--- src/rtl/mtr_duty_seq.sv ---
// Duty-command sequencer: slews left/right duties toward captured targets with a zero dwell on
// reversals. Optional macro MTR_DUTY_LIMIT_EN clamps captured targets to +/-MAX_DUTY.
module mtr_duty_seq #(
  parameter int unsigned TICK_DIV    = 1024,
  parameter int unsigned STEP        = 16,
  parameter int unsigned DWELL_TICKS = 8,
  parameter int unsigned MAX_DUTY    = 2047
) (
  input  logic               clk,
  input  logic               rst_n,
  input  logic               en,
  input  logic               tgt_vld,
  input  logic signed [11:0] lft_tgt,
  input  logic signed [11:0] rght_tgt,
  output logic signed [11:0] lft_duty,
  output logic signed [11:0] rght_duty,
  output logic               settled
);

  localparam int unsigned CntW = (TICK_DIV > 1) ? $clog2(TICK_DIV) : 1;
  localparam int unsigned DwW  = (DWELL_TICKS > 0) ? $clog2(DWELL_TICKS + 1) : 1;
  localparam logic signed [12:0] Step13 = 13'(STEP);
  localparam logic [CntW-1:0]    CntMax = CntW'(TICK_DIV - 1);
  localparam logic [DwW-1:0]     DwInit = DwW'(DWELL_TICKS);

  typedef enum logic {StRun, StDwell} ch_st_e;

  logic [CntW-1:0]    cnt_q;
  logic               tick;
  logic signed [11:0] tgt_q [2];
  logic signed [11:0] cur_q [2];
  ch_st_e             st_q  [2];
  logic [DwW-1:0]     dw_q  [2];
  logic               settled_q;

  logic signed [11:0] tgt_in   [2];
  logic signed [11:0] tgt_cap  [2];
  logic signed [12:0] cur13    [2];
  logic signed [12:0] tgt13    [2];
  logic signed [12:0] diff13   [2];
  logic signed [12:0] ramp13   [2];
  logic signed [12:0] rev13    [2];
  logic               reversal [2];

  assign tgt_in[0] = lft_tgt;
  assign tgt_in[1] = rght_tgt;
  assign tick      = en && (cnt_q == CntMax);

`ifdef MTR_DUTY_LIMIT_EN
  function automatic logic signed [11:0] lim_tgt(input logic signed [11:0] t);
    logic signed [12:0] t13;
    logic signed [12:0] pos;
    logic signed [12:0] neg;
    t13 = t;
    pos = 13'(MAX_DUTY);
    neg = -pos;
    if (t13 > pos) begin
      return pos[11:0];
    end else if (t13 < neg) begin
      return neg[11:0];
    end
    return t;
  endfunction

  always_comb begin
    for (int i = 0; i < 2; i++) begin
      tgt_cap[i] = lim_tgt(tgt_in[i]);
    end
  end
`else
  always_comb begin
    for (int i = 0; i < 2; i++) begin
      tgt_cap[i] = tgt_in[i];
    end
  end
`endif

  // 13-bit signed step arithmetic so differences across the full range never wrap.
  always_comb begin
    for (int i = 0; i < 2; i++) begin
      cur13[i]  = cur_q[i];
      tgt13[i]  = tgt_q[i];
      diff13[i] = tgt13[i] - cur13[i];
      if ((diff13[i] <= Step13) && (diff13[i] >= -Step13)) begin
        ramp13[i] = tgt13[i];
      end else if (diff13[i] > 13'sd0) begin
        ramp13[i] = cur13[i] + Step13;
      end else begin
        ramp13[i] = cur13[i] - Step13;
      end
      if (!cur_q[i][11]) begin
        rev13[i] = (cur13[i] <= Step13) ? 13'sd0 : cur13[i] - Step13;
      end else begin
        rev13[i] = (cur13[i] >= -Step13) ? 13'sd0 : cur13[i] + Step13;
      end
      reversal[i] = (cur_q[i] != 12'sd0) && (tgt_q[i] != 12'sd0) &&
                    (cur_q[i][11] != tgt_q[i][11]);
    end
  end

  always_ff @(posedge clk) begin
    if (!rst_n) begin
      cnt_q     <= '0;
      settled_q <= 1'b0;
      for (int i = 0; i < 2; i++) begin
        tgt_q[i] <= '0;
        cur_q[i] <= '0;
        st_q[i]  <= StRun;
        dw_q[i]  <= '0;
      end
    end else begin
      settled_q <= en && (st_q[0] == StRun) && (st_q[1] == StRun) &&
                   (cur_q[0] == tgt_q[0]) && (cur_q[1] == tgt_q[1]);
      if (tgt_vld) begin
        for (int i = 0; i < 2; i++) begin
          tgt_q[i] <= tgt_cap[i];
        end
      end
      if (!en) begin
        cnt_q <= '0;
        for (int i = 0; i < 2; i++) begin
          cur_q[i] <= '0;
          st_q[i]  <= StRun;
          dw_q[i]  <= '0;
        end
      end else begin
        cnt_q <= tick ? '0 : cnt_q + 1'b1;
        if (tick) begin
          for (int i = 0; i < 2; i++) begin
            unique case (st_q[i])
              StRun: begin
                if (reversal[i]) begin
                  cur_q[i] <= rev13[i][11:0];
                  if ((rev13[i] == 13'sd0) && (DWELL_TICKS > 0)) begin
                    st_q[i] <= StDwell;
                    dw_q[i] <= DwInit;
                  end
                end else begin
                  cur_q[i] <= ramp13[i][11:0];
                end
              end
              StDwell: begin
                cur_q[i] <= '0;
                dw_q[i]  <= dw_q[i] - 1'b1;
                if (dw_q[i] == DwW'(1)) begin
                  st_q[i] <= StRun;
                end
              end
              default: st_q[i] <= StRun;
            endcase
          end
        end
      end
    end
  end

  assign lft_duty  = cur_q[0];
  assign rght_duty = cur_q[1];
  assign settled   = settled_q;

endmodule

--- config.mk ---
export PLATFORM = sky130hd
export DESIGN_NAME = mtr_duty_seq
export DESIGN_NICKNAME = d
export VERILOG_FILES = /design/src/rtl/mtr_duty_seq.sv
export SDC_FILE = /design/constraint.sdc
export NUM_CORES = 1
export LEC_CHECK = 0
export ABC_AREA = 1
export ABC_CLOCK_PERIOD_IN_PS = 3550
export CORE_ASPECT_RATIO = 0.9
export CORE_MARGIN = 4
export CORE_UTILIZATION = 48
export CTS_BUF_LIST = sky130_fd_sc_hd__clkbuf_8
export CTS_CLUSTER_DIAMETER = 30
export DETAILED_ROUTE_END_ITERATION = 6
export GPL_TIMING_DRIVEN = 0
export PLACE_DENSITY = 0.68
export SYNTH_ARGS = -nofsm -noshare
export SYNTH_HDL_FRONTEND = slang
export SYNTH_SLANG_ARGS = --single-unit
--- constraint.sdc ---
create_clock -name clk -period 3.55 [get_ports clk]
set_input_delay 1.065 -clock clk [delete_from_list [all_inputs] [get_ports clk]]
set_output_delay 1.065 -clock clk [all_outputs]
set_load 0.005 [all_outputs]
Word-level counts from Yosys, hierarchy flattened

Memory sizes are Yosys's and may differ from the RTL's.
Index checks and enable logic that the tools add are counted.

Bits in registers: 11
Bits in writable memories: 58
Input bits: 28
Output and inout port bits: 25
Memories: 4

Add/subtract/negate cells: 9
Magnitude comparators: 10
Equal/unequal tests: 7
Mux-type cells: 99
Bitwise logic cells: 26
Reductions and logical operators: 18

Memory list:

| name  | words | bits a word | rd ports | clocked after memory_dff | wr ports | line | source |
|---|---|---|---|---|---|---|---|
| cur_q | 2     | 12          | 2        | 0                        | 2        | 31   | `logic signed [11:0] cur_q [2];` |
| tgt_q | 2     | 12          | 2        | 0                        | 2        | 30   | `logic signed [11:0] tgt_q [2];` |
| dw_q  | 2     | 4           | 2        | 0                        | 2        | 33   | `logic [DwW-1:0] dw_q [2];` |
| st_q  | 2     | 1           | 2        | 0                        | 2        | 32   | `ch_st_e st_q [2];` |

Operator list:

| operator              | number |
|---|---|
| $mux 12               | 14 |
| $mux 13               | 6 |
| $mux 1                | 73 |
| $reduce_bool 12->1    | 4 |
| $add 12x6->13 const B | 2 |
| $ge 13x5->1 const B   | 2 |
| $gt 13x1->1 const B   | 2 |
| $le 13x6->1 const B   | 2 |
| $logic_not 13->1      | 2 |
| $sub 12x12->13        | 2 |
| $sub 12x6->13 const B | 2 |
| $eq 12x12->1          | 2 |
| $ge 12x5->1 const B   | 2 |
| $le 12x6->1 const B   | 2 |
| $mux 4                | 6 |
| $or 1x1->1            | 22 |
| $logic_and 1x1->1     | 11 |
| $add 10x1->10 const B | 1 |
| $eq 10x10->1 const B  | 1 |
| $eq 4x1->1 const B    | 2 |
| $sub 4x1->4 const B   | 2 |
| $not 1->1             | 4 |
| $reduce_or 3->1       | 1 |
| $ne 1x1->1            | 2 |

Longest topological paths before layout

Gate-level depths: netlist of the first run.
An unclocked memory read counts as a cell.

Depth in word-level cells: 14
Gate-level depth with buffers: 21

Least setup slack after synthesis of the first run

No wires, ideal clock.

Path type: flip-flop to flip-flop
Start point: memory cur_q[1][0]
End point: memory cur_q[1][0], enable pin
Setup time: 0.304 ns
Data arrival time: 2.335 ns
Slack: 0.910 ns
Cell stages (with the launch flop): 14
Path buffers: 1
Clock period less this slack: 2.640 ns
Cells stage by stage: edfxtp_1 -> ha_1 -> fa_1 -> inv_1 -> nand3_1 -> nand2_2 -> xor2_1 -> inv_1 -> nor2_1 -> nand4_1 -> o21ai_2 -> buf_6 -> o21ai_0 -> inv_1

RTL lines:

| what        | line |
|---|---|
| from (decl) | 31 |

==> results of run 1 <==
==> synth_stat cells <==
cell      number
o41ai_1        1
fa_1           2
nor3b_1        2
a21oi_2        1
o21a_1         1
nand3_4        1
o31ai_1        3
nand2_4        4
nand3_2        6
ha_1          37
and2_1         2
a21boi_1       1
inv_2         14
nand2_1      264
nand4_1       25
or2_2          1
nor3_1         8
edfxtp_1      57
inv_1        169
nor2b_1        1
xnor2_1        5
o21ai_1        5
o21ai_2        1
nor3_2         3
nand3_1       78
o21ai_0       18
nor2_4         4
buf_2          2
nand3b_1       3
nor2_2        20
nor4_1         8
buf_4          1
or2_0          1
o211ai_1       1
nor2_1       107
a21o_1         2
xor2_1        24
a31oi_1        1
dfxtp_1       12
nand2_2       27
o21bai_1       1
clkbuf_1       2
buf_6          2
a21oi_1       20
==> metal layers <==
| metal | wire, um | vias to the layer above | part of all wire [%] | track usage [%] |
|---|---|---|---|---|
| li1 | - | 3125 | - | - |
| met1 | 8590 | 2634 | 52 | 35.8 |
| met2 | 6300 | 203 | 38 | 30.4 |
| met3 | 1320 | 10 | 8.1 | 5.13 |
| met4 | 172 | 0 | 1.1 | 5.39 |
| met5 | 0 | - | 0 | 0 |
==> stage by stage <==
step                hold slack [ns]  cell area [um2]  setup slack (ns)  utilization (%)  cells
global placement              0.433             7070             0.311             55.1   1164
detailed placement            0.445             7070             0.310             55.1   1164
floorplan                     0.418             6350             0.910                -    948
finish                        0.452             7240             0.522             56.4   1180
global route                  0.502             7240             0.318             56.4   1180
CTS                           0.461             7240             0.556             56.4   1180
==> final timing paths <==
| kind | from | endpoint | slack (ns) | depth (start not counted) |
|---|---|---|---|---|
| setup / recovery | cur_q[1][0] | cur_q[1][2] | 0.52 | 16 |
| hold / removal | cnt_q[0] | cnt_q[0] | 0.45 | 1 |
| setup reg to reg | cur_q[1][0] | cur_q[1][2] | 0.52 | 16 |
| hold reg to reg | cnt_q[0] | cnt_q[0] | 0.45 | 1 |
==> area by class of cell <==
cell class | count | area [um2]
inverters | 183 | 687
flip-flops and latches | 69 | 1950
repair buffers | 52 | 520
plain buffers | 7 | 47.5
multi-input cells | 689 | 3660
clock inverters | 6 | 30.0
well taps | 164 | 205
fillers | 1290 | 5590
clock buffers | 10 | 138
==> flip-flops by register name, summed over array words and instances (netlist names) <==
| register | cells |
|---|---|
| settled | 1 |
| tgt_q | 24 |
| cur_q | 24 |
| st_q | 2 |
| cnt_q | 10 |
| dw_q | 8 |
==> power breakdown <==
group          leakage, nW  internal [W]  switching (W)  total (W)
logic                 2.76      0.000314       0.000549   0.000863
registers            0.714      0.000922      0.0000546   0.000976
clock network       0.0993      0.000266       0.000310   0.000576
total                 3.58       0.00150       0.000914    0.00242
==> cell usage in the layout (no fill, tap or decap), types with 5 or more instances in the layout <==
master | Yosys | final
xor2_1 | 24 | 24
clkbuf_8 | 0 | 10
nor2_2 | 20 | 20
inv_2 | 14 | 14
clkdlybuf4s50_1 | 0 | 52
o21ai_1 | 5 | 6
xnor2_1 | 5 | 5
nand2_1 | 264 | 264
nand4_1 | 25 | 25
a21oi_1 | 20 | 20
o21ai_0 | 18 | 17
nor3_1 | 8 | 8
ha_1 | 37 | 37
dfxtp_1 | 12 | 12
nand2_2 | 27 | 27
nand3_1 | 78 | 78
nor2_1 | 107 | 107
nor4_1 | 8 | 8
inv_1 | 169 | 171
nand3_2 | 6 | 6
edfxtp_1 | 57 | 57
==> cell families after synthesis <==
kind of cell    after synthesis
simple gates                565
fa+ha+maj                    39
compound gates               56
buf+inv                     190
flops                        69
xor+xnor                     29
==> impl_metrics.yaml, run 1 <==
run_status:
  status: "complete, no violations"
setup_path:
  cp.arrival_ns: 3.10
  startpoint_type: "flip-flop"
  path_class: "flip-flop to flip-flop"
  endpoint_kind: "flip-flop"
  cp_common_cell: "nand2_1"
  cp_max_fo: 10
  slowest_stage: "edfxtp_1"
  critPathMaxStageDelay_ns: 0.53
  cp.buffers_inverters: 3
  critPathRequiredTime_ns: 3.63
  crit_chain: "ha_1 > fa_1 > inv_1 > nand3_1 > nand2_2 > nand2_1 > nand2_1 > nand2_1 > nand2_1 > nand2_2 > nand2_4 > nand3_2 > o21ai_2 > buf_6 > o21ai_0 > inv_1"
  crit_family: "simple AND/OR/NAND/NOR gates"
floorplan:
  initial_utilization_pct: 49.5
  dieArea_um2: 15100
  core_region_area_um2: 12800
  row_count: 39
  io_pins: 53
  die_y_um: 117
  die_x_um: 129
clocking:
  ctsLongestPathBuffers: 2
  root_buffer: "clkbuf_8"
  cts_tree: "built"
  cts_resized: 0
  clkTransAtPathRegs_ns: 0.08
  numCtsBuffers: 9
  postCtsSetupBuffers: 0
  ctsHtreeMaxLevel: 3
  hold_buffers: 0
  numClockSinks: 69
  clk_latency_ns: 0.37
synth:
  synth_top_area_share_pct: 27.0
  synth-adder-area-share_pct: 7.92
  synth.area.mux_share_pct: 0
  ys_seq_area_share_pct: 30.7
  synth_cells: 948
  synthTopCellsByArea: "edfxtp_1 (27%), nand2_1 (16%), inv_1 (10%), ha_1 (7.3%), nor2_1 (6.3%)"
  yosysWarnings: 0
  synth-simple-area-share_pct: 40.8
  synth_compound_area_share_pct: 4.97
  synth_area_um2: 6350
  synth_xor_area_share_pct: 4.00
  avgSynthCellArea_um2: 6.70
  syn-num-nets: 1015
  synth_top_family_by_area: "simple AND/OR/NAND/NOR gates"
  synth_largest_area_cell: "edfxtp_1"
  ys_ff_latch: 69
  yosysUniqueCellTypes: 44
route:
  vias: 5972
  ant_nets: 0
  firstDrtPassIters: 5
  wirelength_um: 16400
  drtIter0Drc: 607
  viasPerCell: 5.06
  wl_per_cell_um: 13.9
  drc: 0
global_route:
  grt_max_degree: 25
  grt_pass1_vias: 5309
  antenna_found_initial: 0
  grt_pass1_wl_um: 26700
  track_usage_pct: 22.5
  gr-total-overflow: 0
job:
  maxCapViolCount: 0
timing:
  slew_headroom_pct: 35.0
  final-max-slew-violation-count: 0
  worst_slew_pin_slew_ns: 0.973
  setup-tns-final_ns: 0
  fin_skew_ns: 0.0107
  rsz0062_at_grt: "false"
  max_freq_mhz: 330
  post-route-period-util_pct: 85.3
  report.final.hold_viol_count: 0
  fin_crit_ns: 3.03
  setup_viol: 0
pwr:
  pwr_density_cell_nw_per_um2: 334
  power_w: 0.00242
  max-vdd-ir-drop_mv: 0.266
  p_leak_nw: 3.58
placement:
  place_congestion: 0.916
  dp_hpwl_um: 13200
  io_buffer_count: 52
worst_hold_path:
  hp-class: "flip-flop to flip-flop"
layout:
  syn_to_final_growth_pct: 14.1
  n_antenna_cell: 0
  final_nets: 1078
  drive_gt1_share_pct: 9.94
(Power assumes the default switching activity.)
==> run 2: changes to the inputs <==
--- a/config.mk
+++ b/config.mk
@@ -5,7 +5,6 @@
 export SDC_FILE = /design/constraint.sdc
 export NUM_CORES = 1
 export LEC_CHECK = 0
-export ABC_AREA = 1
 export ABC_CLOCK_PERIOD_IN_PS = 3550
 export CORE_ASPECT_RATIO = 0.9
 export CORE_MARGIN = 4
==> impl_metrics.yaml, run 2 <==
clocking:
  numClockSinks: 69
  numCtsBuffers: 9
  clk_latency_ns: 0.35
  root_buffer: "clkbuf_8"
  clkTransAtPathRegs_ns: 0.08
  cts_tree: "built"
  ctsHtreeMaxLevel: 3
  ctsLongestPathBuffers: 2
synth:
  synth_cells: 709
  ys.flop_type: "edfxtp_1"
  ys_seq_area_share_pct: 31.8
  syn-num-nets: 776
  synth_edf_count: 57
  synth_top_area_share_pct: 27.9
  synth_area_um2: 6140
  synth_common_cells: "edfxtp_1 (57), nor2_1 (57), nand2_1 (46), inv_1 (45), a21oi_1 (40)"
  synthArstFlopShare_pct: 0
  synth_largest_area_cell: "edfxtp_1"
  yosysUniqueCellTypes: 83
  avgSynthCellArea_um2: 8.66
  ys_ff_latch: 69
  synthTopCellsByArea: "edfxtp_1 (28%), ha_1 (7.5%), dfxtp_1 (3.9%), nor2_1 (3.5%), and3_1 (3.4%)"
  yosysWarnings: 0
timing:
  slew_headroom_pct: 26.3
  report.final.hold_viol_count: 0
  fin_crit_ns: 3.52
  max_freq_mhz: 284
  final-max-slew-violation-count: 0
  setup-tns-final_ns: 0
  post-route-period-util_pct: 99.2
  worst_slew_pin_slew_ns: 1.10
  setup_viol: 0
  rsz0062_at_grt: "true"
  fin_skew_ns: 0.0177
route:
  drtIter0Drc: 529
  drc: 0
  wirelength_um: 19400
  vias: 6156
  viasPerCell: 6.30
  ant_nets: 0
  firstDrtPassIters: 5
  wl_per_cell_um: 19.9
setup_path:
  crit_family: "compound AO/OA/AOI/OAI gates"
  slowest_stage: "edfxtp_1"
  endpoint_kind: "flip-flop"
  critPathMaxStageDelay_ns: 0.45
  cp_max_fo: 4
  critPathRequiredTime_ns: 3.62
  path_class: "flip-flop to flip-flop"
  crit_chain: "buf_6 > fa_2 > nor2b_4 > o211a_1 > o211ai_1 > a31o_2 > a211oi_4 > and4_4 > nor3_2 > or3_1 > a31oi_4 > o22ai_2"
  cp.arrival_ns: 3.59
  startpoint_type: "flip-flop"
  cp.buffers_inverters: 1
placement:
  place_congestion: 0.937
  io_buffer_count: 51
  dp_hpwl_um: 14200
layout:
  layout_commonest_cell: "edfxtp_1"
  syn_to_final_growth_pct: 27.9
  n_antenna_cell: 0
  final_util_pct: 64.1
  final_nets: 879
  mostFrequentLayoutCells: "edfxtp_1 (57), nor2_1 (53), clkdlybuf4s50_1 (51), buf_4 (47), nand2_1 (45)"
  drive_gt1_share_pct: 21.8
  reg_top3: "cur_q: 24 flops, tgt_q: 24 flops, cnt_q: 10 flops"
global_route:
  grt_pass1_vias: 5721
  grt_max_degree: 25
  track_usage_pct: 26.0
  gr-total-overflow: 0
  grt_pass1_wl_um: 30200
  antenna_found_initial: 0
pwr:
  max-vdd-ir-drop_mv: 0.278
  p_leak_nw: 3.04
  pwr_density_cell_nw_per_um2: 340
floorplan:
  dieArea_um2: 14700
  die_y_um: 115
  initial_utilization_pct: 50.1
  die_x_um: 127
  core_region_area_um2: 12300
  row_count: 38
  io_pins: 53
worst_hold_path:
  hp-class: "flip-flop to flip-flop"
run_status:
  status: "complete, no violations"
job:
  maxCapViolCount: 0
## run 2: logic make-up (layout without fill, tap and decap cells)
logic type | after synthesis | count (layout) | synth area share [%]
mux | 10 | 10 | 1.67
buf+inv | 76 | 184 | 5.54
fa+ha+maj | 39 | 39 | 8.19
flops | 69 | 69 | 31.8
compound gates | 190 | 190 | 22.4
xor+xnor | 31 | 31 | 4.42
simple gates | 294 | 294 | 26.0
## run 2: final cells by class
type / instances / area [um2]
Timing Repair Buffer: 100 / 896
Clock inverter: 7 / 73.8
Sequential cell: 69 / 1950
Fill cell: 1068 / 4410
Clock buffer: 9 / 124
Buffer: 21 / 148
Inverter: 47 / 183
Tap cell: 160 / 200
Multi-Input combinational cell: 564 / 4280
## run 2: what timing repair did
| action | in CTS | in global routing |
|---|---|---|
| hold buffers | 0 | 0 |
| gates cloned | 0 | 1 |
| endpoints found under the setup margin | 36 | 43 |
| buffers inserted | 26 | 22 |
| gates resized for setup | 31 | 78 |
| pin swaps | 4 | 15 |
## run 2: worst register-to-register path, stage by stage, from the launching register on
cell      delay (ns)
edfxtp_1        0.45
buf_6           0.15
fa_2            0.41
nor2b_4         0.19
o211a_1         0.19
o211ai_1        0.10
a31o_2          0.28
a211oi_4        0.36
and4_4          0.31
nor3_2          0.05
or3_1           0.43
a31oi_4         0.22
o22ai_2         0.11
## run 2: path summary, 6_finish.rpt
check / slack [ns] / to / start / cells past startpoint
max: 0.03 / cur_q[1][7] / cur_q[1][1] / 12
min: 0.48 / cnt_q[0] / cnt_q[0] / 1
max reg2reg: 0.03 / cur_q[1][7] / cur_q[1][1] / 12
min reg2reg: 0.48 / cnt_q[0] / cnt_q[0] / 1
## run 2: metal layers
metal | GRT usage [%] | up-vias | wire, um
met1 | 40.0 | 2919 | 9110
met3 | 5.85 | 23 | 1890
met5 | 0 | - | 0
met4 | 4.65 | 0 | 236
li1 | - | 2912 | -
met2 | 37.5 | 302 | 8180
## run 2: power by group
group | leakage (nW) | switching, W | internal (W)
clock | 0.105 | 0.000317 | 0.000328
combinational | 2.21 | 0.000586 | 0.000463
sequential | 0.719 | 0.0000583 | 0.000919
total | 3.04 | 0.000961 | 0.00171
## run 2: through the flow
step | cell area (um2) | total power [W] | cells | hold slack (ns) | setup WS, ns
finish | 7860 | 0.00267 | 977 | 0.479 | 0.0289
global route | 7860 | 0.00281 | 977 | 0.519 | -0.0945
CTS | 7350 | 0.00253 | 956 | 0.485 | 0.00453
detailed placement | 6850 | 0.00180 | 920 | 0.467 | -0.523
global placement | 6850 | 0.00178 | 920 | 0.455 | -0.570
floorplan | 6140 | 0.00156 | 709 | 0.438 | 0.0150
